===== src/rtl/calc_pkg.sv =====
// ---------------------------------------------------------------------------
// calc_pkg : opcodes and FSM state encoding for seq_calculator
// Rev 1.0
// ---------------------------------------------------------------------------
`default_nettype none

package calc_pkg;

  localparam logic [1:0] OPR_ADD = 2'b00;
  localparam logic [1:0] OPR_SUB = 2'b01;
  localparam logic [1:0] OPR_MUL = 2'b10;
  localparam logic [1:0] OPR_DIV = 2'b11;

  typedef enum logic [1:0] {
    ST_IDLE = 2'b00,
    ST_DIV  = 2'b01,
    ST_DONE = 2'b10
  } calc_state_t;

endpackage

`default_nettype wire


===== src/rtl/serial_divider.sv =====
// ---------------------------------------------------------------------------
// serial_divider : restoring divider, one quotient bit per cycle, MSB first
// Rev 1.0
// ---------------------------------------------------------------------------
`default_nettype none

module serial_divider #(
  parameter int WIDTH = 32
) (
  input  logic             clk,
  input  logic             rst,
  input  logic             start,
  input  logic [WIDTH-1:0] dividend,
  input  logic [WIDTH-1:0] divisor,
  output logic             done,
  output logic [WIDTH-1:0] quotient,
  output logic [WIDTH-1:0] remainder
);

  localparam int            C_CW   = $clog2(WIDTH);
  localparam logic [C_CW-1:0] C_LAST = C_CW'(WIDTH - 1);

  logic             r_busy;
  logic [C_CW-1:0]  r_cnt;
  logic [WIDTH-1:0] r_q;
  logic [WIDTH-1:0] r_r;
  logic [WIDTH-1:0] r_d;

  logic [WIDTH:0]   w_shift;
  logic [WIDTH:0]   w_diff;
  logic             w_fit;
  logic [WIDTH-1:0] w_r_next;
  logic [WIDTH-1:0] w_q_next;

  // Partial remainder stays below the divisor, so a borrow out of bit WIDTH
  // is exactly the "does not fit" condition.
  always_comb begin
    w_shift  = {r_r, r_q[WIDTH-1]};
    w_diff   = w_shift - {1'b0, r_d};
    w_fit    = ~w_diff[WIDTH];
    w_r_next = w_fit ? w_diff[WIDTH-1:0] : w_shift[WIDTH-1:0];
    w_q_next = {r_q[WIDTH-2:0], w_fit};
  end

  assign done      = r_busy && (r_cnt == C_LAST);
  assign quotient  = w_q_next;
  assign remainder = w_r_next;

  always_ff @(posedge clk) begin
    if (rst) begin
      r_busy <= 1'b0;
      r_cnt  <= '0;
      r_q    <= '0;
      r_r    <= '0;
      r_d    <= '0;
    end else if (start) begin
      r_busy <= 1'b1;
      r_cnt  <= '0;
      r_q    <= dividend;
      r_r    <= '0;
      r_d    <= divisor;
    end else if (r_busy) begin
      r_q   <= w_q_next;
      r_r   <= w_r_next;
      r_cnt <= r_cnt + 1'b1;
      if (done) r_busy <= 1'b0;
    end
  end

endmodule

`default_nettype wire


===== src/rtl/seq_calculator.sv =====
// ---------------------------------------------------------------------------
// seq_calculator : handshaked add/sub/mul/div calculator with serial divider
// Rev 1.0
// ---------------------------------------------------------------------------
`default_nettype none

module seq_calculator
  import calc_pkg::*;
#(
  parameter int WIDTH = 32
) (
  input  logic               clk,
  input  logic               rst,
  input  logic               in_valid,
  output logic               in_ready,
  input  logic [WIDTH-1:0]   first_input_number,
  input  logic [WIDTH-1:0]   second_input_number,
  input  logic [1:0]         operation,
  output logic               out_valid,
  input  logic               out_ready,
  output logic [2*WIDTH-1:0] result,
  output logic               div_by_zero
);

  calc_state_t r_state;
  calc_state_t w_next;

  logic [2*WIDTH-1:0] r_result;
  logic               r_div_by_zero;
  logic               w_accept;
  logic               w_b_zero;
  logic               w_div_start;
  logic               w_div_done;
  logic [WIDTH-1:0]   w_quo;
  logic [WIDTH-1:0]   w_rem;
  logic [WIDTH:0]     w_sum;
  logic [WIDTH:0]     w_dif;
  logic [2*WIDTH-1:0] w_alu;

  assign in_ready    = (r_state == ST_IDLE) && !rst;
  assign w_accept    = in_valid && in_ready;
  assign w_b_zero    = (second_input_number == '0);
  assign w_div_start = w_accept && (operation == OPR_DIV) && !w_b_zero;
  assign out_valid   = (r_state == ST_DONE);
  assign result      = r_result;
  assign div_by_zero = r_div_by_zero;

  serial_divider #(.WIDTH(WIDTH)) u_div (
    .clk       (clk),
    .rst       (rst),
    .start     (w_div_start),
    .dividend  (first_input_number),
    .divisor   (second_input_number),
    .done      (w_div_done),
    .quotient  (w_quo),
    .remainder (w_rem)
  );

  always_ff @(posedge clk) begin
    if (rst) r_state <= ST_IDLE;
    else     r_state <= w_next;
  end

  always_comb begin
    w_next = r_state;
    case (r_state)
      ST_IDLE: if (w_accept) w_next = w_div_start ? ST_DIV : ST_DONE;
      ST_DIV:  if (w_div_done) w_next = ST_DONE;
      ST_DONE: if (out_ready) w_next = ST_IDLE;
      default: w_next = ST_IDLE;
    endcase
  end

  // Single-cycle operations; bit WIDTH of add/sub is carry/borrow.
  always_comb begin
    w_sum = {1'b0, first_input_number} + {1'b0, second_input_number};
    w_dif = {1'b0, first_input_number} - {1'b0, second_input_number};
    w_alu = '0;
    case (operation)
      OPR_ADD: w_alu = {{(WIDTH-1){1'b0}}, w_sum};
      OPR_SUB: w_alu = {{(WIDTH-1){1'b0}}, w_dif};
      OPR_MUL: w_alu = first_input_number * second_input_number;
      default: w_alu = {first_input_number, {WIDTH{1'b0}}};
    endcase
  end

  always_ff @(posedge clk) begin
    if (rst) begin
      r_result      <= '0;
      r_div_by_zero <= 1'b0;
    end else if (w_accept && !w_div_start) begin
      r_result      <= w_alu;
      r_div_by_zero <= (operation == OPR_DIV);
    end else if (w_div_done) begin
      r_result      <= {w_rem, w_quo};
      r_div_by_zero <= 1'b0;
    end
  end

endmodule

`default_nettype wire

===== config.mk =====
export PLATFORM = sky130hd
export DESIGN_NAME = seq_calculator
export DESIGN_NICKNAME = d
export VERILOG_FILES = /design/src/rtl/calc_pkg.sv /design/src/rtl/serial_divider.sv /design/src/rtl/seq_calculator.sv
export SDC_FILE = /design/constraint.sdc
export NUM_CORES = 2
export LEC_CHECK = 0
export BUFFER_PORTS_ARGS = -buffer_cell sky130_fd_sc_hd__buf_2
export CAP_MARGIN = 20
export CORE_ASPECT_RATIO = 0.7
export CORE_MARGIN = 4
export CORE_UTILIZATION = 54
export DETAILED_ROUTE_END_ITERATION = 12
export GPL_ROUTABILITY_DRIVEN = 0
export PLACE_DENSITY = 0.71
export SYNTH_ARGS = -nofsm -noshare
export SYNTH_HDL_FRONTEND = slang
export SYNTH_SLANG_ARGS = --single-unit

===== constraint.sdc =====
create_clock -name clk -period 11.27 [get_ports clk]
set_clock_uncertainty 0.1 [all_clocks]
set_input_delay 2.254 -clock clk [delete_from_list [all_inputs] [get_ports clk]]
set_output_delay 2.254 -clock clk [all_outputs]
set_load 0.1 [all_outputs]

==> impl_metrics.toml <==
[sta]
fin_crit_sh = 0.952
relSlewSlack = 0.335
fin_setup_tns_ps = 0
slew_violations = 0
layout_min_cycle_time_ps = 10730
fmax_ghz = 0.0932
rsz0062_at_grt = "false"
tightest_slew_ps = 998
hold_viol_final = 0
layout_setup_ws_ps = 538
finalSetupViolations = 0

[global_route]
grt_max_degree = 71
grt-ovfl-total = 0
grt_usage = 0.319
first_global_vias = 37600
grt_first_pass_wirelength_um = 221000
antenna_found_initial = 10

[final_layout]
final_cell_area_sq_um = 47100
seq_area_sq_um = 3390
drive_above_1_share = 0.0569
fillers = 7406
synthToLayoutAreaGrowth_pct = 4.78
multi_input_area_sq_um = 36800
nets = 6444

[status]
status = "finished, final reports clean"

[cts]
cts_sinks = 169
cts_buffers = 25
cts.reportedPaths.clkPinSlew_ps = 80
clk_latency_ps = 520
cts_resized = 0
post_cts_buffers = 0
htree_levels = 4
clockBufferDepth = 3
hold_buffers = 0
root_buffer = "clkbuf_16"
cts_tree = "yes"

[routing]
drc = 0
drtAntennaViolNets = 0
via_per_inst = 5.91
dr.pass1.iters = 8
wl_per_cell_um = 22.2
routed_wirelength_um = 139000
first_iter_violations = 3819
via_count = 36900

[synth]
synth.yosys.warnings = 0
syn_area_sq_um = 44900
synth_cell_types = 83
synthCells = 5233
ys_ff_latch = 169
syn_nets = 6532
yosysTopAreaCell = "fa_1"
synth.most_common_cell = "inv_1"
synthFlopType = "dfxtp_1"
synth.top_cell.area_share = 0.400
synth.avg_cell_area_sq_um = 8.59
synthTopCellsByArea = "fa_1 (40%), ha_1 (9.2%), and2_1 (8.3%)"
synth-edff-count = 0
async_reset_ff_frac = 0
yosysSeqAreaShare = 0.0753
synth_common_cells = "inv_1 (907), fa_1 (898), nand2_1 (684)"

[setup_path]
r2r-end = "result[43]$_SDFFE_PP0P_"
endpoint_kind = "flip-flop"
crit_type = "input port to flip-flop"
crit_fanout = 38
crit_required_ps = 11520
r2r-start = "u_div.r_q[31]$_SDFFE_PP0P_"
critPathCapture = "result[47]$_SDFFE_PP0P_"
cp-startpoint = "second_input_number[6]"
rrSetupSlack_ps = 6830
cp-start-kind = "input port"
cp_data_arrival_time_ps = 10980
reg2reg_depth = 14

[die]
chipWidth_um = 353
initial_core_util = 0.545
io_pins = 137
fp.dieH_um = 249
core_region_area_sq_um = 82500
dieArea_sq_um = 88000
row_count = 88

[placed_design]
place_area_sq_um = 46300
pre_cts_ws_ps = 408
dpl.hpwl_um = 110000
io_buffers = 136

[worst_hold_path]
min_path_type = "flip-flop to flip-flop"

[flow_run]
maxCapViolations = 0
[sequential cells by signal (all words and copies together), names as in the netlist]
name          count
r_state           2
result           64
u_div.r_cnt       5
div_by_zero       1
u_div.r_d        32
u_div.r_busy      1
u_div.r_q        32
u_div.r_r        32
[layer usage]
metal,wire (um),vias to the layer above,track usage,part of all wire
li1,-,16000,-,-
met1,58200,18600,0.464,0.42
met2,59300,1980,0.476,0.43
met3,15600,294,0.0701,0.11
met4,5330,2,0.103,0.038
met5,17,-,0,0.00012
[worst max-delay path, cell delays in order]
cell and delay (ps):
buf_2 650, and2_1 260, fa_1 440, fa_1 500
fa_1 530, inv_1 60, fa_1 490, inv_1 60
fa_1 500, inv_1 60, fa_1 530, inv_1 50
fa_1 510, fa_1 440, ha_1 410, a21oi_1 220
o21ai_0 140, a21o_1 190, a221oi_1 570, a21oi_1 290
a211o_1 400, a21o_1 240, xor2_1 260, a22oi_1 690
o21ai_0 180
[kinds of logic (layout without fill, tap and decap cells)]
| family | after synthesis | count (layout) | share of synthesized area |
|---|---|---|---|
| mux | 56 | 56 | 0.0125 |
| xor+xnor | 138 | 138 | 0.0277 |
| other cells | 0 | 11 | 0 |
| compound gates | 717 | 717 | 0.104 |
| simple gates | 1679 | 1679 | 0.183 |
| fa+ha+maj | 1229 | 1229 | 0.492 |
| buf+inv | 1245 | 1163 | 0.105 |
| flops | 169 | 169 | 0.0753 |
[cell type report]
class | instances | area share
inverter | 908 | 0.0724
multi-input combinational | 3819 | 0.783
antenna | 11 | 0.000585
sequential | 169 | 0.0719
tap | 1080 | 0.0287
timing repair buffer | 222 | 0.0282
clock buffer | 29 | 0.0145
clock inverter | 4 | 0.000957
[through the flow]
step / cells / utilization / hold WS (ps)
finish: 6242 / 0.571 / 359
global route: 6238 / 0.571 / 380
CTS: 6230 / 0.570 / 358
detailed placement: 6197 / 0.562 / 349
global placement: 6197 / 0.562 / 343
floorplan: 5233 / - / 336
[placed cells by master (no fill, tap or decap), types with 19 or more instances in the layout]
master     count
inv_1        907
dfxtp_1      168
nor3_1        41
nand3_1       30
and2_1       594
buf_2        135
a31oi_1       26
fa_1         898
nor2_1       213
ha_1         331
a211oi_1      80
nand2_1      684
o21bai_1      22
a221oi_1      19
a311oi_1      19
buf_4         87
nand4_1       23
xor2_1        47
xnor2_1       89
clkbuf_16     25
nand2b_1      19
a21o_1        59
o21ai_0      131
mux2i_1       56
a21oi_1      217
[worst min-delay path by stage]
stage / to / startpoint / slack, ps / cells past startpoint
5_1_grt: u_div.r_d[6]$_SDFFE_PP0P_ / u_div.r_d[6]$_SDFFE_PP0P_ / 380 / 2
3_3_place_gp: u_div.r_d[7]$_SDFFE_PP0P_ / u_div.r_d[7]$_SDFFE_PP0P_ / 340 / 2
6_report: u_div.r_d[30]$_SDFFE_PP0P_ / u_div.r_d[30]$_SDFFE_PP0P_ / 360 / 2
3_5_place_dp: u_div.r_d[24]$_SDFFE_PP0P_ / u_div.r_d[24]$_SDFFE_PP0P_ / 350 / 2
2_1_floorplan: u_div.r_d[10]$_SDFFE_PP0P_ / u_div.r_d[10]$_SDFFE_PP0P_ / 340 / 2
4_1_cts: u_div.r_d[10]$_SDFFE_PP0P_ / u_div.r_d[10]$_SDFFE_PP0P_ / 360 / 2
Power is left out: the tool's default activity adds up to more than one toggle a clock period on the data nets, which glitch-free logic cannot reach.
